**config.mk**
```make
export PLATFORM = sky130hd
export DESIGN_NAME = ahb_lite_master
export DESIGN_NICKNAME = d
export VERILOG_FILES = /design/src/rtl/ahb_pkg.sv /design/src/rtl/ahb_wait_timer.sv /design/src/rtl/ahb_lite_master.sv
export SDC_FILE = /design/constraint.sdc
export NUM_CORES = 1
export LEC_CHECK = 0
export CAP_MARGIN = 25
export CORE_MARGIN = 2
export CORE_UTILIZATION = 60
export DETAILED_ROUTE_END_ITERATION = 6
export DONT_BUFFER_PORTS = 1
export HOLD_SLACK_MARGIN = 0.05
export PLACE_DENSITY = 0.76
export SLEW_MARGIN = 5
export SYNTH_ARGS = -nofsm -noshare
export SYNTH_HDL_FRONTEND = slang
export SYNTH_SLANG_ARGS = --single-unit
```
**constraint.sdc**
```tcl
create_clock -name clk -period 10.5 [get_ports clk]
set_clock_uncertainty 0.05 [all_clocks]
set_input_delay 3.15 -clock clk [delete_from_list [all_inputs] [get_ports clk]]
set_output_delay 3.15 -clock clk [all_outputs]
set_load 0.01 [all_outputs]
```
**src/rtl/ahb_pkg.sv**
```systemverilog
// Shared AHB-Lite encodings and master FSM state type.
package ahb_pkg;

    typedef enum logic [1:0] {
        HTRANS_IDLE   = 2'b00,
        HTRANS_BUSY   = 2'b01,
        HTRANS_NONSEQ = 2'b10,
        HTRANS_SEQ    = 2'b11
    } htrans_e;

    typedef enum logic [1:0] {
        HSIZE_BYTE = 2'b00,
        HSIZE_HALF = 2'b01,
        HSIZE_WORD = 2'b10
    } hsize_e;

    typedef enum logic [1:0] {
        ST_IDLE   = 2'b00,
        ST_DATA   = 2'b01,
        ST_ERR    = 2'b10,
        ST_CANCEL = 2'b11
    } state_e;

endpackage

```
**src/rtl/ahb_wait_timer.sv**
```systemverilog
// Counts consecutive stalled data-phase cycles and flags the abort cycle.
module ahb_wait_timer #(
    parameter int unsigned TIMEOUT_CYCLES = 16
) (
    input  logic clk,
    input  logic rst,
    input  logic in_data,
    input  logic hready,
    output logic expired
);

    localparam int unsigned CW = $clog2(TIMEOUT_CYCLES + 1);

    logic [CW-1:0] cnt;

    // Fires on the edge that would complete the final allowed wait cycle
    assign expired = in_data && !hready && (cnt == CW'(TIMEOUT_CYCLES - 1));

    always_ff @(posedge clk or posedge rst) begin
        if (rst)
            cnt <= '0;
        else if (!in_data || hready)
            cnt <= '0;
        else
            cnt <= cnt + CW'(1);
    end

endmodule

```
**src/rtl/ahb_lite_master.sv**
```systemverilog
// Single-transfer AHB-Lite master with pipelined address/data phases.
// Optional wait-state abort enabled by defining AHB_MASTER_TIMEOUT_EN.
module ahb_lite_master
    import ahb_pkg::*;
#(
    parameter int unsigned TIMEOUT_CYCLES = 16
) (
    input  logic        clk,
    input  logic        rst,
    input  logic        cmd_valid,
    output logic        cmd_ready,
    input  logic        cmd_write,
    input  logic [3:0]  cmd_addr,
    input  logic [1:0]  cmd_size,
    input  logic [31:0] cmd_wdata,
    output logic        rsp_valid,
    output logic [31:0] rsp_rdata,
    output logic        rsp_error,
    output logic        rsp_timeout,
    output logic        hsel,
    output logic [3:0]  haddr,
    output logic [1:0]  htrans,
    output logic [1:0]  hsize,
    output logic        hwrite,
    output logic [31:0] hwdata,
    input  logic [31:0] hrdata,
    input  logic        hresp,
    input  logic        hready
);

    state_e      state, state_nxt;
    logic        addr_pend, accept, addr_done, data_end;
    logic        err_first, tmo, pend_any;
    logic        cancel_pend, data_write;
    logic [31:0] addr_wdata;

    assign addr_pend = (htrans == HTRANS_NONSEQ);
    assign accept    = cmd_valid && cmd_ready;
    assign addr_done = addr_pend && hready;
    assign data_end  = (state == ST_DATA) && hready;
    assign err_first = (state == ST_DATA) && hresp && !hready;
    assign pend_any  = addr_pend || accept;

`ifdef AHB_MASTER_TIMEOUT_EN
    logic tmo_raw;
    logic rsp_tmo_q;

    ahb_wait_timer #(
        .TIMEOUT_CYCLES(TIMEOUT_CYCLES)
    ) u_timer (
        .clk     (clk),
        .rst     (rst),
        .in_data (state == ST_DATA),
        .hready  (hready),
        .expired (tmo_raw)
    );

    // An error response on the same cycle takes precedence over the abort
    assign tmo = tmo_raw && !hresp;

    always_ff @(posedge clk or posedge rst) begin
        if (rst)
            rsp_tmo_q <= 1'b0;
        else
            rsp_tmo_q <= tmo;
    end

    assign rsp_timeout = rsp_tmo_q;
`else
    assign tmo         = 1'b0;
    assign rsp_timeout = 1'b0;
`endif

    always_ff @(posedge clk or posedge rst) begin
        if (rst)
            state <= ST_IDLE;
        else
            state <= state_nxt;
    end

    always_comb begin
        state_nxt = state;
        unique case (state)
            ST_IDLE: begin
                if (addr_done)
                    state_nxt = ST_DATA;
            end
            ST_DATA: begin
                if (err_first)
                    state_nxt = ST_ERR;
                else if (tmo)
                    state_nxt = pend_any ? ST_CANCEL : ST_IDLE;
                else if (hready)
                    state_nxt = addr_done ? ST_DATA : ST_IDLE;
            end
            ST_ERR: begin
                if (hready)
                    state_nxt = cancel_pend ? ST_CANCEL : ST_IDLE;
            end
            ST_CANCEL: state_nxt = ST_IDLE;
            default:   state_nxt = ST_IDLE;
        endcase
    end

    always_comb begin
        cmd_ready = 1'b0;
        unique case (state)
            ST_IDLE, ST_DATA: cmd_ready = !addr_pend || hready;
            default:          cmd_ready = 1'b0;
        endcase
    end

    always_ff @(posedge clk or posedge rst) begin
        if (rst) begin
            htrans      <= HTRANS_IDLE;
            hsel        <= 1'b0;
            haddr       <= '0;
            hsize       <= '0;
            hwrite      <= 1'b0;
            hwdata      <= '0;
            addr_wdata  <= '0;
            data_write  <= 1'b0;
            cancel_pend <= 1'b0;
            rsp_valid   <= 1'b0;
            rsp_rdata   <= '0;
            rsp_error   <= 1'b0;
        end else begin
            rsp_valid <= 1'b0;
            rsp_rdata <= '0;
            rsp_error <= 1'b0;

            if (accept) begin
                htrans     <= HTRANS_NONSEQ;
                hsel       <= 1'b1;
                haddr      <= cmd_addr;
                hsize      <= cmd_size;
                hwrite     <= cmd_write;
                addr_wdata <= cmd_wdata;
            end else if (addr_done) begin
                htrans <= HTRANS_IDLE;
                hsel   <= 1'b0;
            end

            if (addr_done) begin
                hwdata     <= addr_wdata;
                data_write <= hwrite;
            end

            // Abort: drop any address phase, including one accepted this edge
            if (err_first || tmo) begin
                htrans      <= HTRANS_IDLE;
                hsel        <= 1'b0;
                cancel_pend <= pend_any;
            end

            if (data_end) begin
                rsp_valid <= 1'b1;
                rsp_error <= hresp;
                rsp_rdata <= (data_write || hresp) ? '0 : hrdata;
            end else if ((state == ST_ERR && hready) ||
                         state == ST_CANCEL || tmo) begin
                rsp_valid <= 1'b1;
                rsp_error <= 1'b1;
            end
        end
    end

endmodule
```
Word-level counts from Yosys, hierarchy flattened
Cells that the tools add are included.
- register bits: 112
- output and inout port bits: 78
- eq/ne operators: 7
- multiplexer cells: 19
- reduce and logical (&&, ||, !) cells: 16
- operators with widths (cell ; number):
    $mux 32 ; 2
    $mux 2 ; 8
    $mux 1 ; 8
    $pmux 2 s4 ; 1
    $eq 2x2->1 const B ; 3
    $logic_and 1x1->1 ; 6
    $logic_or 1x1->1 ; 4
    $ne 2x2->1 const B ; 2
    $ne 3x3->1 const B ; 1
    $reduce_and 3->1 ; 1
    $reduce_bool 3->1 ; 1
    $eq 2x1->1 const B ; 1
    $logic_not 1->1 ; 2
    $logic_not 2->1 ; 1
    $reduce_or 2->1 ; 1

Logic depth before layout (Yosys ltp)
- depth after elaboration: 7
- gate-level depth with buffers: 5

Least setup slack after synthesis
No wires, ideal clock.
- kind: input port to output port
- start point: input hready
- end point: output cmd_ready
- arrival: 3564 ps
- path slack: 3736 ps
- stages on the path: 3
- buffers on the path: 1
- cell sequence: buf_4 nor2b_2 nor2_1
- word-level cells in the longest chain between the ends: 2
- ends and longest elaborated chain (item ; RTL line ; text):
    start, declared ; ahb_lite_master.sv:28 ; input logic hready
    $logic_or 1x1->1 ; ahb_lite_master.sv:108 ; ST_IDLE, ST_DATA: cmd_ready = !addr_pend || hready;
    $mux 1 ; ahb_lite_master.sv:107 ; unique case (state)
    end, declared ; ahb_lite_master.sv:11 ; output logic cmd_ready,
Every way passes these cells.

Worst setup path after layout
Ends and elaborated chain as after synthesis.

==> out/metrics.cfg <==
[pwr]
p_leak_nw = 1.90
irDropWorstVdd_mv = 0.141
power_density_nw_per_um2 = 282
finalPower_w = 0.00119

[setup_path]
start_kind = primary input
critPathKind = in -> out
critical-path-top-delay-family = simple AND/OR/NAND/NOR gates
crit_chain = nor2b_2 -> nor2_1
cp_max_fo = 9
worst-endpoint-arrival_ns = 3.45
cp.required_ns = 7.30
crit_slowest_cell = nor2b_2
max_stage_delay_ns = 0.18
crit_buf_inv = 0
cp-end-kind = primary output

[cells_and_area]
instances_no_fill = 336
area_delta_synth_final_pct = 4.93
n_fill_cell = 463
fin_area_um2 = 4240
layout-drive-gt1-share_pct = 35.1
regArea_um2 = 2750
num_antenna_cells = 0
nNetsFinal = 330
finish.utilization_pct = 66.0
multi_input_area_um2 = 1170

[routing]
avgRoutedWirePerCell_um = 19.2
routed_wirelength_um = 6470
drtPass1Iterations = 3
num_vias = 1872
first_iter_violations = 46
via_per_inst = 5.57
ant_nets = 0
drc = 0

[timing]
tightest_slew_ns = 0.862
timing.fmax_mhz = 150
drv_slew = 0
setup_tns_ns = 0
hold_viol_final = 0
post-route-period-util_pct = 63.3
fin_crit_ns = 6.65
rsz0062_at_grt = no
setup_viol = 0
slew_headroom_pct = 42.5

[floorplanning]
ioPinCount = 154
die_area_um2 = 7400
die_w_um = 86.0
die_h_um = 86.0
initial_core_util_pct = 62.9
core-area_um2 = 6420
rows = 29

[global_route]
grt_max_degree = 65
track_usage_pct = 18.6
grt_pass1_wl_um = 10100
antenna_found_initial = 0
grt-ovfl-total = 0
grt_pass1_vias = 1945

[status]
run_status = completed

[placement]
globalplace.congestion = 0.712
place_hpwl_um = 4590
dpl.cell_count = 319
dpl_cell_area_um2 = 4060
port-buffer-count = 0

[logic_synthesis]
synth_most_common_cell = dfrtp_1
syn_inst = 253
async_reset_ff_share_pct = 100
synth_edf_count = 0
yosys_most_used_dff = dfrtp_1
synthTopCellsByCount = 110 x dfrtp_1, 67 x mux2_2, 32 x and2_1
synth_top_cell_by_area = dfrtp_1
synth_top_area_share_pct = 68.2
synth_area_um2 = 4040
ys_seq_area_share_pct = 68.2
ys_top_cells_by_area = dfrtp_1 68%, mux2_2 19%, and2_1 5.0%
ys_warn_count = 0
ys_ff_latch = 110
synth_cell_type_count = 24
avgSynthCellArea_um2 = 16.0

[clock_network]
clkLatencyLatePin_ns = 0.35
cts_made_buffers = 9
clock_tree.root_cell = clkbuf_8
hold_buffers = 0
cts_resized = 0
cts.sinks = 110
cts_tree = yes
cts_setup_buffers = 0
htreeDepth = 3
cts_max_path_buffers = 2
clkTransAtPathRegs_ns = 0.09

[flow_run]
maxCapViolCount = 0

[min_path]
worstHoldPathType = reg -> reg

## registers in the layout (all words and copies together), names as in the netlist
register / cells
rsp_rdata: 32
cancel_pend: 1
state: 2
addr_wdata: 32
hsel: 1
haddr: 4
rsp_valid: 1
hwdata: 32
data_write: 1
hsize: 2
hwrite: 1
rsp_error: 1
## metrics by stage
step | hold WS [ns] | worst slack (ns)
2_1_floorplan | 0.404 | 3.74
3_3_place_gp | 0.413 | 3.86
3_5_place_dp | 0.425 | 3.85
4_1_cts | 0.446 | 3.85
5_1_grt | 0.460 | 3.82
6_report | 0.441 | 3.85
## power by group
group	switching, W	internal [W]	total [W]
sequential	0.000143	0.000583	0.000727
combinational	0.0000931	0.000154	0.000248
clock	0.000126	0.0000928	0.000219
total	0.000363	0.000830	0.00119
## logic make-up (layout without fill, tap and decap cells)
group	Yosys count	count (layout)	share of synthesized area, %
mux	72	72	20.1
flops	110	110	68.2
other cells	1	2	0.0929
simple gates	46	46	7.69
buf+inv	17	22	2.82
compound gates	7	7	1.15
## cell type report
class	instances	share of cell area, %
sequential	110	65.0
multi-input combinational	127	27.7
clock buffer	13	3.51
tap	77	2.27
timing repair buffer	4	0.797
clock inverter	3	0.473
inverter	2	0.236
## path summary, 6_finish.rpt
check	startpoint	endpoint	slack [ns]	depth (start not counted)
setup / recovery	hready	cmd_ready	3.85	2
hold / removal	addr_wdata[27]$_DFFE_PP0P_	addr_wdata[27]$_DFFE_PP0P_	0.44	1
setup reg to reg	hsel$_DFFE_PP0P_	addr_wdata[21]$_DFFE_PP0P_	8.03	4
hold reg to reg	addr_wdata[27]$_DFFE_PP0P_	addr_wdata[27]$_DFFE_PP0P_	0.44	1
max in group asynchronous	rst	addr_wdata[7]$_DFFE_PP0P_	6.56	2
min in group asynchronous	rst	hwdata[18]$_DFFE_PP0P_	2.66	1
## layout by cell type, fill, tap and decap left out, types with 2 or more instances in the layout
cell	count
a21oi_1	2
and2_1	32
buf_4	3
clkbuf_1	3
clkbuf_8	10
clkinvlp_4	2
conb_1	2
dfrtp_1	110
mux2_1	5
mux2_2	67
nand2_1	2
nand2b_1	2
nor2_1	4
o21ai_0	2
## routing by layer
metal / wire length [um] / vias up / global-route usage, %
met5: 0 / - / 0
met2: 3100 / 101 / 29.0
met3: 711 / 10 / 9.05
met4: 143 / 0 / 9.09
met1: 2510 / 914 / 21.7
li1: - / 847 / -
(Power assumes the default switching activity.)
